### src/rtl/mac_prbs_frame_gen.sv
// mac_prbs_frame_gen
// Framed AXI-stream PRBS source for the GTF MAC TX path in MAC mode.
// Each frame is a run of WIDTH-bit beats drawn from one continuous PRBS.
// The PRBS is never reseeded between frames, so an RX checker stays locked.
// Frame length, inter-frame gap, frame count and preamble byte are programmable.

module mac_prbs_frame_gen #(
    parameter int         WIDTH         = 64,
    parameter int         LEN_W         = 14,
    parameter logic [7:0] PREAMBLE_BYTE = 8'h03,
    parameter int         PRBS_ORDER    = 31,
    parameter int         CNT_W         = 32
) (
    input  logic                 txclk,
    input  logic                 txrst_n,
    input  logic                 cfg_start,
    input  logic                 cfg_stop,
    input  logic [LEN_W-1:0]     cfg_frame_len,
    input  logic [7:0]           cfg_ifg_cycles,
    input  logic [15:0]          cfg_frame_count,
    input  logic                 txaxistready,
    output logic                 txaxistvalid,
    output logic [WIDTH-1:0]     txaxistdata,
    output logic [WIDTH/8-1:0]   txaxistlast,
    output logic                 txaxissof,
    output logic [7:0]           pre_data_out,
    output logic                 busy,
    output logic                 done,
    output logic [CNT_W-1:0]     frames_sent
);

    localparam int BYTES = WIDTH / 8;
    localparam int TAP   = (PRBS_ORDER == 7)  ? 6  :
                           (PRBS_ORDER == 15) ? 14 :
                           (PRBS_ORDER == 23) ? 18 : 28;
    localparam int CMP_W = ((CNT_W > 16) ? CNT_W : 16) + 1;

    localparam logic [LEN_W-1:0]      MIN_LEN   = LEN_W'(64);
    localparam logic [LEN_W-1:0]      BYTES_LEN = LEN_W'(BYTES);
    localparam logic [PRBS_ORDER-1:0] PRBS_SEED = '1;

    typedef enum logic [2:0] {
        S_IDLE,
        S_SOF,
        S_DATA,
        S_IFG,
        S_DONE
    } state_t;

    state_t                  state_q;
    logic [PRBS_ORDER-1:0]   prbs_q;
    logic                    valid_q;
    logic [WIDTH-1:0]        data_q;
    logic [BYTES-1:0]        last_q;
    logic                    sof_q;
    logic [7:0]              pre_q;
    logic                    busy_q;
    logic                    done_q;
    logic [CNT_W-1:0]        frames_q;
    logic [15:0]             count_q;
    logic                    stop_q;
    logic [LEN_W-1:0]        rem_q;
    logic [7:0]              ifg_q;
    logic [7:0]              ifgCnt_q;

    logic [WIDTH-1:0]        runData_d;
    logic [PRBS_ORDER-1:0]   runState_d;
    logic [WIDTH-1:0]        seedData_d;
    logic [PRBS_ORDER-1:0]   seedState_d;
    logic [LEN_W-1:0]        frameLen_d;
    logic [LEN_W-1:0]        remNext_d;
    logic [CNT_W-1:0]        framesInc_d;
    logic                    accept_d;
    logic                    isLastBeat_d;
    logic                    countHit_d;
    logic                    stopHit_d;

    // Runs the Fibonacci LFSR WIDTH steps; bit 0 of the beat is the earliest bit.
    // Returns {state after the beat, beat data}.
    function automatic logic [PRBS_ORDER+WIDTH-1:0] prbsAdvance(input logic [PRBS_ORDER-1:0] seed);
        logic [PRBS_ORDER-1:0] s;
        logic [WIDTH-1:0]      d;
        logic                  fb;
        s = seed;
        d = '0;
        for (int i = 0; i < WIDTH; i++) begin
            fb   = s[PRBS_ORDER-1] ^ s[TAP-1];
            d[i] = fb;
            s    = {s[PRBS_ORDER-2:0], fb};
        end
        return {s, d};
    endfunction

    // One-hot position of the final byte when rem bytes are left in the frame.
    function automatic logic [BYTES-1:0] lastMask(input logic [LEN_W-1:0] rem);
        logic [BYTES-1:0] m;
        m = '0;
        for (int i = 0; i < BYTES; i++) begin
            m[i] = (rem == LEN_W'(i + 1));
        end
        return m;
    endfunction

    assign {runState_d, runData_d}   = prbsAdvance(prbs_q);
    assign {seedState_d, seedData_d} = prbsAdvance(PRBS_SEED);

    assign frameLen_d   = (cfg_frame_len < MIN_LEN) ? MIN_LEN : cfg_frame_len;
    assign remNext_d    = rem_q - BYTES_LEN;
    assign accept_d     = valid_q & txaxistready;
    assign isLastBeat_d = (rem_q <= BYTES_LEN);
    assign framesInc_d  = (&frames_q) ? frames_q : frames_q + CNT_W'(1);
    assign countHit_d   = (count_q != 16'd0) &&
                          ((CMP_W'(frames_q) + CMP_W'(1)) == CMP_W'(count_q));
    assign stopHit_d    = stop_q | cfg_stop | countHit_d;

    // Frame sequencer: every output is a register so that stalled beats stay stable.
    // The PRBS register always holds the state after the beat currently on the bus,
    // so it moves forward exactly once per presented (and later accepted) beat.
    always_ff @(posedge txclk) begin
        if (!txrst_n) begin
            state_q  <= S_IDLE;
            prbs_q   <= PRBS_SEED;
            valid_q  <= 1'b0;
            data_q   <= '0;
            last_q   <= '0;
            sof_q    <= 1'b0;
            pre_q    <= '0;
            busy_q   <= 1'b0;
            done_q   <= 1'b0;
            frames_q <= '0;
            count_q  <= '0;
            stop_q   <= 1'b0;
            rem_q    <= '0;
            ifg_q    <= '0;
            ifgCnt_q <= '0;
        end else begin
            case (state_q)
                S_IDLE, S_DONE: begin
                    if (cfg_start) begin
                        frames_q <= '0;
                        count_q  <= cfg_frame_count;
                        stop_q   <= 1'b0;
                        prbs_q   <= seedState_d;
                        data_q   <= seedData_d;
                        state_q  <= S_SOF;
                        valid_q  <= 1'b1;
                        sof_q    <= 1'b1;
                        pre_q    <= PREAMBLE_BYTE;
                        last_q   <= '0;
                        rem_q    <= frameLen_d;
                        ifg_q    <= cfg_ifg_cycles;
                        busy_q   <= 1'b1;
                        done_q   <= 1'b0;
                    end
                end
                S_SOF: begin
                    if (cfg_stop) begin
                        stop_q <= 1'b1;
                    end
                    if (accept_d) begin
                        state_q <= S_DATA;
                        sof_q   <= 1'b0;
                        pre_q   <= '0;
                        prbs_q  <= runState_d;
                        data_q  <= runData_d;
                        rem_q   <= remNext_d;
                        last_q  <= lastMask(remNext_d);
                    end
                end
                S_DATA: begin
                    if (cfg_stop) begin
                        stop_q <= 1'b1;
                    end
                    if (accept_d) begin
                        if (isLastBeat_d) begin
                            frames_q <= framesInc_d;
                            if (stopHit_d) begin
                                state_q <= S_DONE;
                                valid_q <= 1'b0;
                                data_q  <= '0;
                                last_q  <= '0;
                                busy_q  <= 1'b0;
                                done_q  <= 1'b1;
                                stop_q  <= 1'b0;
                            end else if (ifg_q == 8'd0) begin
                                prbs_q  <= runState_d;
                                data_q  <= runData_d;
                                state_q <= S_SOF;
                                sof_q   <= 1'b1;
                                pre_q   <= PREAMBLE_BYTE;
                                last_q  <= '0;
                                rem_q   <= frameLen_d;
                                ifg_q   <= cfg_ifg_cycles;
                            end else begin
                                state_q  <= S_IFG;
                                valid_q  <= 1'b0;
                                data_q   <= '0;
                                last_q   <= '0;
                                ifgCnt_q <= ifg_q - 8'd1;
                            end
                        end else begin
                            prbs_q <= runState_d;
                            data_q <= runData_d;
                            rem_q  <= remNext_d;
                            last_q <= lastMask(remNext_d);
                        end
                    end
                end
                S_IFG: begin
                    if (cfg_stop) begin
                        stop_q <= 1'b1;
                    end
                    if (ifgCnt_q == 8'd0) begin
                        prbs_q  <= runState_d;
                        data_q  <= runData_d;
                        state_q <= S_SOF;
                        valid_q <= 1'b1;
                        sof_q   <= 1'b1;
                        pre_q   <= PREAMBLE_BYTE;
                        last_q  <= '0;
                        rem_q   <= frameLen_d;
                        ifg_q   <= cfg_ifg_cycles;
                    end else begin
                        ifgCnt_q <= ifgCnt_q - 8'd1;
                    end
                end
                default: begin
                    state_q <= S_IDLE;
                end
            endcase
        end
    end

    assign txaxistvalid = valid_q;
    assign txaxistdata  = data_q;
    assign txaxistlast  = last_q;
    assign txaxissof    = sof_q;
    assign pre_data_out = pre_q;
    assign busy         = busy_q;
    assign done         = done_q;
    assign frames_sent  = frames_q;

endmodule

### config.mk
export PLATFORM = sky130hd
export DESIGN_NAME = mac_prbs_frame_gen
export DESIGN_NICKNAME = d
export VERILOG_FILES = /design/src/rtl/mac_prbs_frame_gen.sv
export SDC_FILE = /design/constraint.sdc
export NUM_CORES = 1
export LEC_CHECK = 0
export CELL_PAD_IN_SITES_DETAIL_PLACEMENT = 0
export CELL_PAD_IN_SITES_GLOBAL_PLACEMENT = 2
export CORE_MARGIN = 2
export CORE_UTILIZATION = 25
export DETAILED_ROUTE_END_ITERATION = 16
export HOLD_SLACK_MARGIN = 0.12
export PLACE_DENSITY_LB_ADDON = 0.1
export SLEW_MARGIN = 20
export SYNTH_ARGS = -nofsm -noshare
export SYNTH_HDL_FRONTEND = slang
export SYNTH_SLANG_ARGS = --single-unit
export TNS_END_PERCENT = 5
### constraint.sdc
create_clock -name txclk -period 6.95 [get_ports txclk]
set_clock_uncertainty 0.1 [all_clocks]
set_input_delay 1.0425 -clock txclk [delete_from_list [all_inputs] [get_ports txclk]]
set_output_delay 1.0425 -clock txclk [all_outputs]
set_load 0.005 [all_outputs]
==> reports/metrics.cfg <==
[clock_network]
tritoncts = done
numCtsBuffers = 17
clk_pin_slew_ns = 0.08
ctsHoldBuffers = 0
cts-root-buf = clkbuf_16
h-tree-depth = 4
cts_resized = 0
cts_setup_buffers = 0
clkLatencyLatePin_ns = 0.45
clock_path_buffers = 2
clkSinkCount = 189

[route]
ant_nets = 0
vias_per_cell = 4.933
drc = 0
post_drt_wl_per_cell_um = 19.20
initialDrtViolationCount = 495
totalWireLength_mm = 35.78
detail_route.first_pass.iterations = 5
routed-via-count = 9191

[worst_setup_path]
criticalPathCategory = reg2reg
crit_required_ns = 7.14
path_max_fanout = 24
cp-end-kind = flop
arrival_ns = 4.75
crit_path_start_kind = flop
reg2reg_slack_ns = 2.38

[power_and_ir_drop]
p_sw_mw = 0.9285
powerDensity_mw_per_mm2 = 241.2
max-vdd-ir-drop_mv = 0.1961
switching_share_pct = 31.53
seqPwrFrac_pct = 43.5
p_int_mw = 2.016
p_total_mw = 2.944
p_comb_share_pct = 20.2
pwr-share-clk_pct = 36.3
p_leak_nw = 4.110

[sta]
relSlewSlack_pct = 36.76
grt_setup_unrepaired = false
slew_violations = 0
finalCritPeriodShare_pct = 65.70
final.setup.tns_ns = 0
tightestPinTransition_ns = 0.9462
finalSetupViolCount = 0
max_freq_ghz = 0.2190
min_period_ns = 4.566
hold_viol = 0

[synthesis]
synth_cell_types = 71
syn_inst = 1265
synth_commonest_cells = nand2_1, dfxtp_1, o21ai_0, nor2_1, clkbuf_1
ys_warn_count = 0
async_flop_share_pct = 0
netlist_area_mm2 = 0.009811
synth_top_area_share_pct = 38.57
seq_area_frac_synth_pct = 38.57
yosysTopAreaCell = dfxtp_1
synth-edff-count = 0
syn_area_per_cell_um2 = 7.755
synth_most_common_cell = nand2_1
ys_seq_elements = 189
ys_dominant_reg_cell = dfxtp_1
ys_top_cells_by_area = dfxtp_1, nand2_1, o21ai_0

[grt]
grt_pass1_vias = 9377
grt_use_total_pct = 17.71
antenna_found_initial = 0
grt_max_degree = 63
grt-ovfl-total = 0
grt_pass1_wl_mm = 56.59

[die]
dieArea_mm2 = 0.04084
num_io_pins = 159
core_mm2 = 0.03865
die_w_um = 202.1
fp.dieH_um = 202.1
rows = 72
initial_core_util_pct = 25.39

[placed_design]
place_hpwl_mm = 25.39
portBuffers = 152
gp_congestion = 0.7790

[layout]
area_growth_pct = 24.41
drive_above_1_share_pct = 4.981
num-nets-final = 1378
diodes = 0

[run]
cap_violations = 0

[min_path]
hold_class = reg2reg

[status]
outcome = completed

## cell families (layout without fill, tap and decap cells)
group,Yosys count,count (layout),synth area share [%]
XOR/XNOR,100,100,8.927
multiplexers,7,7,0.7270
adder cells (fa/ha/maj),3,3,0.3826
flip-flops,189,189,38.57
AO/OA/AOI/OAI,321,321,20.39
buffers and inverters,139,214,5.930
other,1,6,0.03822
AND/OR/NAND/NOR,505,505,25.03
## stage by stage
| step | hold slack, ns | cells | instance area (µm²) | setup WS [ns] | util (%) |
|---|---|---|---|---|---|
| detailed placement | 0.3470 | 1831 | 11590 | 2.376 | 29.98 |
| global placement | 0.3361 | 1831 | 11590 | 2.382 | 29.98 |
| global route | 0.3916 | 1863 | 12210 | 2.004 | 31.58 |
| floorplan | 0.3483 | 1270 | 9829 | 3.239 | - |
| finish | 0.3589 | 1863 | 12210 | 2.384 | 31.58 |
| CTS | 0.3644 | 1863 | 12210 | 2.344 | 31.58 |
## power by group through the flow
| stage | combinational (mW) | clock (mW) | sequential, mW |
|---|---|---|---|
| after global placement | 0.606 | 0 | 1.31 |
| final | 0.594 | 1.07 | 1.28 |
| after global routing | 0.668 | 1.15 | 1.30 |
| after detailed placement | 0.603 | 0 | 1.31 |
| after CTS | 0.607 | 1.11 | 1.28 |
| after floorplan | 0.410 | 0 | 1.24 |
## state kept, by name (all words and copies together), names as in the netlist, 8 cells and up
name	count
rem_q	14
ifgCnt_q	8
frames_sent	32
ifg_q	8
txaxistdata	64
txaxistlast	8
count_q	16
prbs_q	31
## layout make-up
class	count	area (µm²)
Sequential cell	189	3784
Clock buffer	19	442.9
Clock inverter	13	176.4
Inverter	18	67.56
Tap cell	518	648.1
Fill cell	4177	26440
Timing Repair Buffer	164	1607
Multi-Input combinational cell	942	5480
## path summary, 6_finish.rpt
| kind | to | cells after the start | from |
|---|---|---|---|
| max | prbs_q[1] | 10 | frames_sent[0] |
| min | txaxistlast[4] | 2 | txaxistlast[4] |
| max reg2reg | prbs_q[1] | 10 | frames_sent[0] |
| min reg2reg | txaxistlast[4] | 2 | txaxistlast[4] |
## layout by cell type (no fill, tap or decap), types with 18 or more instances in the layout
| cell type | count |
|---|---|
| nand2_1 | 201 |
| dfxtp_1 | 189 |
| clkdlybuf4s50_1 | 151 |
| o21ai_0 | 112 |
| nor2_1 | 98 |
| a21oi_1 | 76 |
| xnor2_1 | 57 |
| xor2_1 | 43 |
| nand3_1 | 40 |
| nor3_1 | 34 |
| o211ai_1 | 30 |
| a211oi_1 | 28 |
| nor4_1 | 19 |
| nand4_1 | 19 |
| or3_1 | 18 |
## critical path: stages, from the launching register on
cell      delay, ns
dfxtp_1        0.50
ha_1           0.44
nand3_1        0.17
or4_4          0.67
nor3_4         0.27
a31oi_1        0.19
or4_4          0.60
nor3_1         0.26
a31oi_1        0.22
nand2_1        0.74
o311ai_0       0.23
## per-layer routing
| metal | wire length, µm | track usage (%) |
|---|---|---|
| met1 | 17570 | 24.31 |
| met3 | 1142 | 2.951 |
| met2 | 16810 | 29.38 |
| met5 | 0 | 0 |
| met4 | 258 | 3.389 |
(Power assumes the default switching activity.)
